--- src/rtl/branch_ctrl_seq.sv ---
// branch_ctrl_seq: self-running control-step sequencer for conditional branch
// instructions. It fetches an instruction (T0-T2) using a memory handshake,
// evaluates the branch condition in T3, and updates the PC through T4-T6.
// Opcodes other than the branch opcode leave T3 for EXC, which flags them.
// A fetch that waits too long for mem_ack sets a sticky fault and parks the
// sequencer in IDLE until clear. Every output comes straight from a flop.
module branch_ctrl_seq #(
    parameter int         DATA_WIDTH = 32,
    parameter logic [4:0] BR_OPCODE  = 5'b10111,
    parameter int         MAX_WAIT   = 8
) (
    input  logic                  clock,
    input  logic                  clear,
    input  logic                  run,
    input  logic [DATA_WIDTH-1:0] ir,
    input  logic [DATA_WIDTH-1:0] bus,
    input  logic                  mem_ack,
    output logic                  PCout,
    output logic                  MARin,
    output logic                  IncPC,
    output logic                  memRead,
    output logic                  MDRin,
    output logic                  MDRout,
    output logic                  IRin,
    output logic                  Gra,
    output logic                  Rout,
    output logic                  CONin,
    output logic                  Yin,
    output logic                  Cout,
    output logic                  ADD,
    output logic                  Zin,
    output logic                  Zlowout,
    output logic                  PCin,
    output logic                  CON,
    output logic                  busy,
    output logic                  illegal,
    output logic                  mem_fault
);

    localparam int CW = $clog2(MAX_WAIT + 1);
    localparam logic [CW-1:0] WAIT_LAST = CW'(MAX_WAIT - 1);

    localparam logic [3:0] S_IDLE = 4'd0;
    localparam logic [3:0] S_T0   = 4'd1;
    localparam logic [3:0] S_T1   = 4'd2;
    localparam logic [3:0] S_T2   = 4'd3;
    localparam logic [3:0] S_T3   = 4'd4;
    localparam logic [3:0] S_T4   = 4'd5;
    localparam logic [3:0] S_T5   = 4'd6;
    localparam logic [3:0] S_T6   = 4'd7;
    localparam logic [3:0] S_EXC  = 4'd8;

    // Bit positions inside the strobe vector
    localparam int B_PCOUT   = 15;
    localparam int B_MARIN   = 14;
    localparam int B_INCPC   = 13;
    localparam int B_MEMREAD = 12;
    localparam int B_MDRIN   = 11;
    localparam int B_MDROUT  = 10;
    localparam int B_IRIN    = 9;
    localparam int B_GRA     = 8;
    localparam int B_ROUT    = 7;
    localparam int B_CONIN   = 6;
    localparam int B_YIN     = 5;
    localparam int B_COUT    = 4;
    localparam int B_ADD     = 3;
    localparam int B_ZIN     = 2;
    localparam int B_ZLOWOUT = 1;
    localparam int B_PCIN    = 0;

    // Branch condition decode: C2 selects the test applied to the bus value.
    function automatic logic eval_con(input logic [3:0] c2,
                                      input logic [DATA_WIDTH-1:0] b);
        logic r;
        casez (c2)
            4'b0000: r = (b == {DATA_WIDTH{1'b0}});
            4'b0001: r = (b != {DATA_WIDTH{1'b0}});
            4'b0010: r = ~b[DATA_WIDTH-1];
            4'b0011: r = b[DATA_WIDTH-1];
            4'b01??: r = 1'b1;
            default: r = 1'b0;
        endcase
        return r;
    endfunction

    logic [3:0]    state_r;
    logic [3:0]    state_next_s;
    logic [CW-1:0] wait_cnt_r;
    logic [CW-1:0] wait_cnt_next_s;
    logic          fault_set_s;
    logic          con_r;
    logic          con_next_s;
    logic          mem_fault_r;
    logic [15:0]   strobe_r;
    logic [15:0]   strobe_next_s;
    logic          busy_r;
    logic          illegal_r;
    logic          opcode_match_s;
    logic          unused_ir_s;

    assign opcode_match_s = (ir[31:27] == BR_OPCODE);
    // Only the opcode and C2 fields are decoded here; the rest of the IR is ignored.
    assign unused_ir_s    = ^ir;

    // Next-state, wait-counter and fault-set decision
    always_comb begin
        state_next_s    = state_r;
        wait_cnt_next_s = {CW{1'b0}};
        fault_set_s     = 1'b0;
        case (state_r)
            S_IDLE: begin
                if (run && !mem_fault_r) begin
                    state_next_s = S_T0;
                end else begin
                    state_next_s = S_IDLE;
                end
            end
            S_T0: state_next_s = S_T1;
            S_T1: begin
                // An ack in the last allowed cycle still counts as success
                if (mem_ack) begin
                    state_next_s = S_T2;
                end else if (wait_cnt_r == WAIT_LAST) begin
                    state_next_s = S_IDLE;
                    fault_set_s  = 1'b1;
                end else begin
                    state_next_s    = S_T1;
                    wait_cnt_next_s = wait_cnt_r + {{(CW-1){1'b0}}, 1'b1};
                end
            end
            S_T2: state_next_s = S_T3;
            S_T3: begin
                if (opcode_match_s) begin
                    state_next_s = S_T4;
                end else begin
                    state_next_s = S_EXC;
                end
            end
            S_T4: state_next_s = S_T5;
            S_T5: state_next_s = S_T6;
            S_T6, S_EXC: begin
                if (run) begin
                    state_next_s = S_T0;
                end else begin
                    state_next_s = S_IDLE;
                end
            end
            default: state_next_s = S_IDLE;
        endcase
    end

    // Condition latch value: only a matching opcode in T3 updates it
    always_comb begin
        if ((state_r == S_T3) && opcode_match_s) begin
            con_next_s = eval_con(ir[22:19], bus);
        end else begin
            con_next_s = con_r;
        end
    end

    // Strobes for the state being entered, so the flops present them for the whole cycle
    always_comb begin
        strobe_next_s = 16'h0000;
        case (state_next_s)
            S_T0: begin
                strobe_next_s[B_PCOUT] = 1'b1;
                strobe_next_s[B_MARIN] = 1'b1;
                strobe_next_s[B_INCPC] = 1'b1;
            end
            S_T1: begin
                strobe_next_s[B_MEMREAD] = 1'b1;
                strobe_next_s[B_MDRIN]   = 1'b1;
            end
            S_T2: begin
                strobe_next_s[B_MDROUT] = 1'b1;
                strobe_next_s[B_IRIN]   = 1'b1;
            end
            S_T3: begin
                strobe_next_s[B_GRA]   = 1'b1;
                strobe_next_s[B_ROUT]  = 1'b1;
                strobe_next_s[B_CONIN] = 1'b1;
            end
            S_T4: begin
                strobe_next_s[B_PCOUT] = 1'b1;
                strobe_next_s[B_YIN]   = 1'b1;
            end
            S_T5: begin
                strobe_next_s[B_COUT] = 1'b1;
                strobe_next_s[B_ADD]  = 1'b1;
                strobe_next_s[B_ZIN]  = 1'b1;
            end
            S_T6: begin
                strobe_next_s[B_ZLOWOUT] = 1'b1;
                strobe_next_s[B_PCIN]    = con_next_s;
            end
            default: strobe_next_s = 16'h0000;
        endcase
    end

    // State, counter, condition, fault and registered output flops
    always_ff @(posedge clock or negedge clear) begin
        if (!clear) begin
            state_r     <= S_IDLE;
            wait_cnt_r  <= {CW{1'b0}};
            con_r       <= 1'b0;
            mem_fault_r <= 1'b0;
            strobe_r    <= 16'h0000;
            busy_r      <= 1'b0;
            illegal_r   <= 1'b0;
        end else begin
            state_r     <= state_next_s;
            wait_cnt_r  <= wait_cnt_next_s;
            con_r       <= con_next_s;
            mem_fault_r <= mem_fault_r | fault_set_s;
            strobe_r    <= strobe_next_s;
            busy_r      <= (state_next_s != S_IDLE);
            illegal_r   <= (state_next_s == S_EXC);
        end
    end

    assign PCout     = strobe_r[B_PCOUT];
    assign MARin     = strobe_r[B_MARIN];
    assign IncPC     = strobe_r[B_INCPC];
    assign memRead   = strobe_r[B_MEMREAD];
    assign MDRin     = strobe_r[B_MDRIN];
    assign MDRout    = strobe_r[B_MDROUT];
    assign IRin      = strobe_r[B_IRIN];
    assign Gra       = strobe_r[B_GRA];
    assign Rout      = strobe_r[B_ROUT];
    assign CONin     = strobe_r[B_CONIN];
    assign Yin       = strobe_r[B_YIN];
    assign Cout      = strobe_r[B_COUT];
    assign ADD       = strobe_r[B_ADD];
    assign Zin       = strobe_r[B_ZIN];
    assign Zlowout   = strobe_r[B_ZLOWOUT];
    assign PCin      = strobe_r[B_PCIN];
    assign CON       = con_r;
    assign busy      = busy_r;
    assign illegal   = illegal_r;
    assign mem_fault = mem_fault_r;

endmodule
--- config.mk ---
export PLATFORM = sky130hd
export DESIGN_NAME = branch_ctrl_seq
export DESIGN_NICKNAME = d
export VERILOG_FILES = /design/src/rtl/branch_ctrl_seq.sv
export SDC_FILE = /design/constraint.sdc
export NUM_CORES = 1
export LEC_CHECK = 0
export ABC_AREA = 1
export CAP_MARGIN = 20
export CORE_MARGIN = 1.5
export CORE_UTILIZATION = 30
export CTS_CLUSTER_SIZE = 10
export DETAILED_ROUTE_END_ITERATION = 10
export HOLD_SLACK_MARGIN = 0.06
export PLACE_DENSITY = 0.77
export SLEW_MARGIN = 20
export SYNTH_ARGS = -nofsm -noshare
export SYNTH_HDL_FRONTEND = slang
export SYNTH_SLANG_ARGS = --single-unit
--- constraint.sdc ---
create_clock -name clock -period 1.6 [get_ports clock]
set_clock_uncertainty 0.15 [all_clocks]
set_input_delay 0.16 -clock clock [delete_from_list [all_inputs] [get_ports clock]]
set_output_delay 0.16 -clock clock [all_outputs]
set_load 0.01 [all_outputs]
==> metrics.csv, run 1 <==
metric;value;unit
most_numerous_cell_in_the_yosys_netlist;nor2_1;
rsz0062_at_grt;true;
numCtsBuffers;3;
globalRoute.busiestLayer;met2;
synth_flop_cell;dfrtp_1;
layout-drive-gt1-share;0.175;
detail_route_antenna_nets;0;
detail_route.wl_per_cell;9.88;microns
finalWorstPathRequiredPeriod;1600;ps
power.leakage;0.848;nW
globalRouteMet2Util;0.233;
dpl.hpwl;2.06;mm
place.gp.congestion;0.752;
timing.final.hold_violations;0;
timing.critical_path.mode_cell;nor2_2;
synthTopCellsByArea;dfrtp_1 (47%), nor2_1 (11%), nand2_1 (8.1%), buf_4 (4.7%), inv_1 (3.7%);
clockRootBuffer;clkbuf_8;
worst_setup_path_endpoint;busy$_DFF_PN0_;
numPlacedInstances;245;
timing.final.setup_violations;0;
synth_area;1110;sq um
reg2reg_setup_slack;2;ps
boundaryPins;88;
worst_path_largest_cell_delay;360;ps
critical_path.n_buffers_inverters;1;
synth_common_cells;nor2_1 (33), nand2_1 (24), dfrtp_1 (21), inv_1 (11), inv_2 (8);
timing.rr.end;busy$_DFF_PN0_;
postSynthAreaPerCell;8.14;sq um
drv_cap;0;
critPathSlowestCell;dfrtp_1;
ordered_list_of_cells_on_the_worst_path;ha_2 -> nand2_2 -> nor2_2 -> inv_2 -> o21ai_2 -> o21ai_1 -> or2_4 -> nor2_2 -> nand3_1;
syn2layout_area_growth;67.8;%
clkTransAtPathRegs;70;ps
cts_max_level;1;
tritoncts;done;
synthDominantCellAreaShare;0.471;
critPathKind;reg2reg;
grt_use_met3;0.0141;
synth-seq-cells;21;
critical_path_required;1580;ps
cellPowerDensity;1080;nW/um^2
synthDistinctLibCells;24;
die-width;64.0;microns
highest_fanout_seen_on_the_critical_path;3;
cpLargestDelayFamily;simple AND/OR/NAND/NOR gates;
drt_first_iter_violations;45;
cts_hold_buffers;0;
cp.depth;9;
initial_core_util;0.324;
timing.critical_path.arrival;1580;ps
worst_hold_path_type;in2async;
drt_first_pass_iters;4;
timing.critical_path.from;wait_cnt_r[0]$_DFF_PN0_;
synth_enable_flop_cells;0;
synth.yosys.warnings;0;
worstMarginPinSlew;273;ps
cell_row_count;21;
die_h;64.0;microns
clock_latency;260;ps
tritoncts_num_sinks;21;
number_of_global_route_vias_before_repair;1038;
grt_antenna_before_repair;0;
r2r_start;wait_cnt_r[0]$_DFF_PN0_;
finish.net_count;276;
number_of_vias_per_cell;4.26;
num_vias;1073;
worst_r2r_path_depth;9;
netlist_instances;137;
remaining_drc_errors;0;
finalNonFillerCells;252;
grt_pass1_wl;4.32;mm
maxSlewViolCount;0;
maximum_vdd_drop;0.000477;V
clock_tree.buffer_depth;2;
fmaxAchievable;626;MHz
place_ws;-24.6;ps
finalCritPeriodShare;0.998;
diodes_inserted;0;
portBuffers;64;
dieArea;4090;sq um
synthesized_nets;206;
routed_wirelength;2.49;mm
run_status;finished, final reports clean;
critical_path.endpoint_type;register;
met1_demand_to_capacity_share_in_global_routing;0.166;
grt_max_degree;22;
top_cell_type_by_total_area_after_synthesis;dfrtp_1;
finalWorstSetupSlack;2.44;ps
slew-limit-headroom;0.817;
gr-total-overflow;0;
startpoint_type_of_the_worst_setup_path;register;
coreArea;3440;sq um
synth_async_sr_flop_share;1.00;
global_route.usage.total;0.135;
synth_seq_area_share;0.471;
cells in the final DEF (no fill, tap or decap), types with 5 or more instances in the layout:
| cell type | count |
|---|---|
| clkdlybuf4s50_1 | 64 |
| nor2_1 | 33 |
| nand2_1 | 23 |
| dfrtp_1 | 21 |
| inv_1 | 11 |
| inv_2 | 8 |
| buf_4 | 8 |
| nand3_1 | 5 |
per-layer routing:
layer / vias to the layer above / share of wire
met5: - / 0
met4: 0 / 0.015
met3: 4 / 0.037
met2: 34 / 0.51
met1: 476 / 0.44
li1: 559 / -
sequential cells by signal, summed over array words and instances (netlist names):
register	flops
busy	1
wait_cnt_r	4
illegal	1
CON	1
strobe_r	9
mem_fault	1
state_r	4
metrics by stage:
stage          hold slack, ps  setup TNS, ps   util  instance area, sq um  total power, mW
3_3_place_gp              334              0  0.522                  1800             1.67
2_1_floorplan            -286              0      -                  1110             1.31
5_1_grt                   129           -180  0.543                  1870             2.18
4_1_cts                  87.4              0  0.535                  1840             2.03
3_5_place_dp              338          -38.6  0.522                  1800             1.69
6_report                 77.8              0  0.543                  1870             2.02
area by class of cell:
type | instances | area [sq um]
Clock buffer | 4 | 45.0
Fill cell | 315 | 1570
Inverter | 19 | 71.3
Multi-Input combinational cell | 90 | 470
Sequential cell | 21 | 526
Tap cell | 46 | 57.6
Timing Repair Buffer | 72 | 701
kinds of logic after synthesis:
| group | after synthesis | synth area share |
|---|---|---|
| xor gates and xnor gates | 2 | 0.0157 |
| and+or+nand+nor | 77 | 0.332 |
| adders and majority gates | 1 | 0.0112 |
| AOI/OAI and AO/OA | 10 | 0.0584 |
| buffers and inverters | 26 | 0.111 |
| DFF | 21 | 0.471 |
power by group:
| group | internal, mW | switching (mW) | leakage, nW |
|---|---|---|---|
| sequential | 0.651 | 0.0769 | 0.281 |
| combinational | 0.491 | 0.464 | 0.545 |
| clock | 0.177 | 0.163 | 0.0228 |
repair_timing:
action                                  CTS  global route
buffers inserted                          0             3
endpoints found under the setup margin    0             2
resized for setup                         0             2
how the worst min path moves through the flow:
| stage | start | to | slack [ps] | depth (start not counted) |
|---|---|---|---|---|
| global placement | CON$_DFF_PN0_ | CON$_DFF_PN0_ | 330 | 2 |
| detailed placement | mem_fault$_DFF_PN0_ | mem_fault$_DFF_PN0_ | 340 | 2 |
| finish | clear | strobe_r[10]$_DFF_PN0_ | 80 | 2 |
| CTS | clear | strobe_r[10]$_DFF_PN0_ | 90 | 2 |
| global route | clear | strobe_r[10]$_DFF_PN0_ | 130 | 2 |
| floorplan | clear | CON$_DFF_PN0_ | -290 | 0 |
Power figures use the tool's default switching activity.
==> run 2: changes to the inputs <==
Settings changed: CORE_MARGIN 1.5 to 1.
==> metrics.csv, run 2 (synthesized netlist as in run 1, its figures left out) <==
metric;value;unit
final_core_util;0.540;
critical_path.n_buffers_inverters;1;
grt_max_degree;22;
worst_path_largest_cell_delay;370;ps
drt_first_iter_violations;13;
die-width;63.0;microns
clock_latency;260;ps
worst_r2r_path_depth;9;
detail_route.wl_per_cell;9.32;microns
num_vias;1048;
drv_cap;0;
die_h;63.0;microns
numCtsBuffers;3;
portBuffers;64;
ordered_list_of_cells_on_the_worst_path;ha_2 -> nand2_2 -> nor2_2 -> inv_2 -> o21ai_2 -> o21ai_1 -> or2_4 -> nor2_2 -> nand3_1;
finalPower;2.05;mW
timing.final.hold_violations;0;
grt_pass1_wl;4.22;mm
critPathSlowestCell;dfrtp_1;
reg_top3;strobe_r x9, state_r x4, wait_cnt_r x4;
syn2layout_area_growth;66.8;%
cpLargestDelayFamily;simple AND/OR/NAND/NOR gates;
grt_antenna_before_repair;0;
run_status;finished, final reports clean;
highest_count_cells_in_the_layout_ignoring_fill_and_taps;clkdlybuf4s50_1 (64), nor2_1 (33), nand2_1 (23);
clockRootBuffer;clkbuf_8;
initial_core_util;0.324;
global_route.usage.total;0.136;
timing.critical_path.arrival;1560;ps
cellPowerDensity;1100;nW/um^2
drt_first_pass_iters;4;
top_register;strobe_r;
reg2reg_setup_slack;30;ps
tritoncts;done;
timing.critical_path.mode_cell;nor2_2;
finish.instance_area;1860;sq um
gr-total-overflow;0;
clock_tree.buffer_depth;2;
place_ws;11.6;ps
fmaxAchievable;636;MHz
tritoncts_num_sinks;21;
place.gp.congestion;0.779;
boundaryPins;88;
dpl-instance-area;1800;sq um
rsz0062_at_grt;true;
final.setup.tns;0;ps
filler_cell_count;329;
routed_wirelength;2.33;mm
clkTransAtPathRegs;70;ps
finalCritPeriodShare;0.982;
startpoint_type_of_the_worst_setup_path;register;
numPlacedInstances;245;
finalWorstSetupSlack;28.1;ps
worst_hold_path_type;in2async;
largest_register_ffs;9;
dieArea;3960;sq um
finish.net_count;274;
power.leakage;0.837;nW
layout.area.seq;526;sq um
cts_max_level;1;
detail_route_antenna_nets;0;
cp.depth;9;
finalWorstPathRequiredPeriod;1570;ps
remaining_drc_errors;0;
dpl.hpwl;2.05;mm
multiInputGateArea;470;sq um
layout-drive-gt1-share;0.172;
highest_fanout_seen_on_the_critical_path;3;
number_of_vias_per_cell;4.19;
finalNonFillerCells;250;
cts_hold_buffers;0;
cell_row_count;21;
worstMarginPinSlew;272;ps
timing.final.setup_violations;0;
critPathKind;reg2reg;
diodes_inserted;0;
number_of_global_route_vias_before_repair;1016;
maxSlewViolCount;0;
critical_path_required;1590;ps
hold_slack;79.3;ps
coreArea;3440;sq um
slew-limit-headroom;0.818;
layout_commonest_cell;clkdlybuf4s50_1;
maximum_vdd_drop;0.000517;V
critical_path.endpoint_type;register;
-- run 2: area by class of cell --
cell class                 instances  share of cell area
clock buffer                       3              0.0222
multi-input combinational         90               0.253
clock inverter                     1             0.00404
inverter                          19              0.0384
timing repair buffer              70               0.369
tap                               46              0.0310
sequential                        21               0.283
-- run 2: routing by layer --
metal  track usage  share of wire  vias to the layer above
li1              -              -                      554
met1         0.161           0.45                      461
met2         0.242           0.50                       27
met3        0.0182          0.033                        6
met4        0.0610          0.024                        0
met5             0              0                        -
-- run 2: repair_timing --
action,CTS,global route
setup endpoints to repair,0,2
gates resized for setup,0,2
buffers inserted,0,1
-- run 2: power breakdown --
group | switching [mW] | internal (mW)
Clock | 0.166 | 0.176
Combinational | 0.458 | 0.518
Sequential | 0.0817 | 0.651
-- run 2: path summary, 6_finish.rpt --
check / startpoint / end
min reg2reg: mem_fault$_DFF_PN0_ / mem_fault$_DFF_PN0_
min in group clock: mem_fault$_DFF_PN0_ / mem_fault$_DFF_PN0_
min: clear / wait_cnt_r[2]$_DFF_PN0_
max in group asynchronous: clear / state_r[2]$_DFF_PN0_
max: wait_cnt_r[0]$_DFF_PN0_ / busy$_DFF_PN0_
max reg2reg: wait_cnt_r[0]$_DFF_PN0_ / busy$_DFF_PN0_
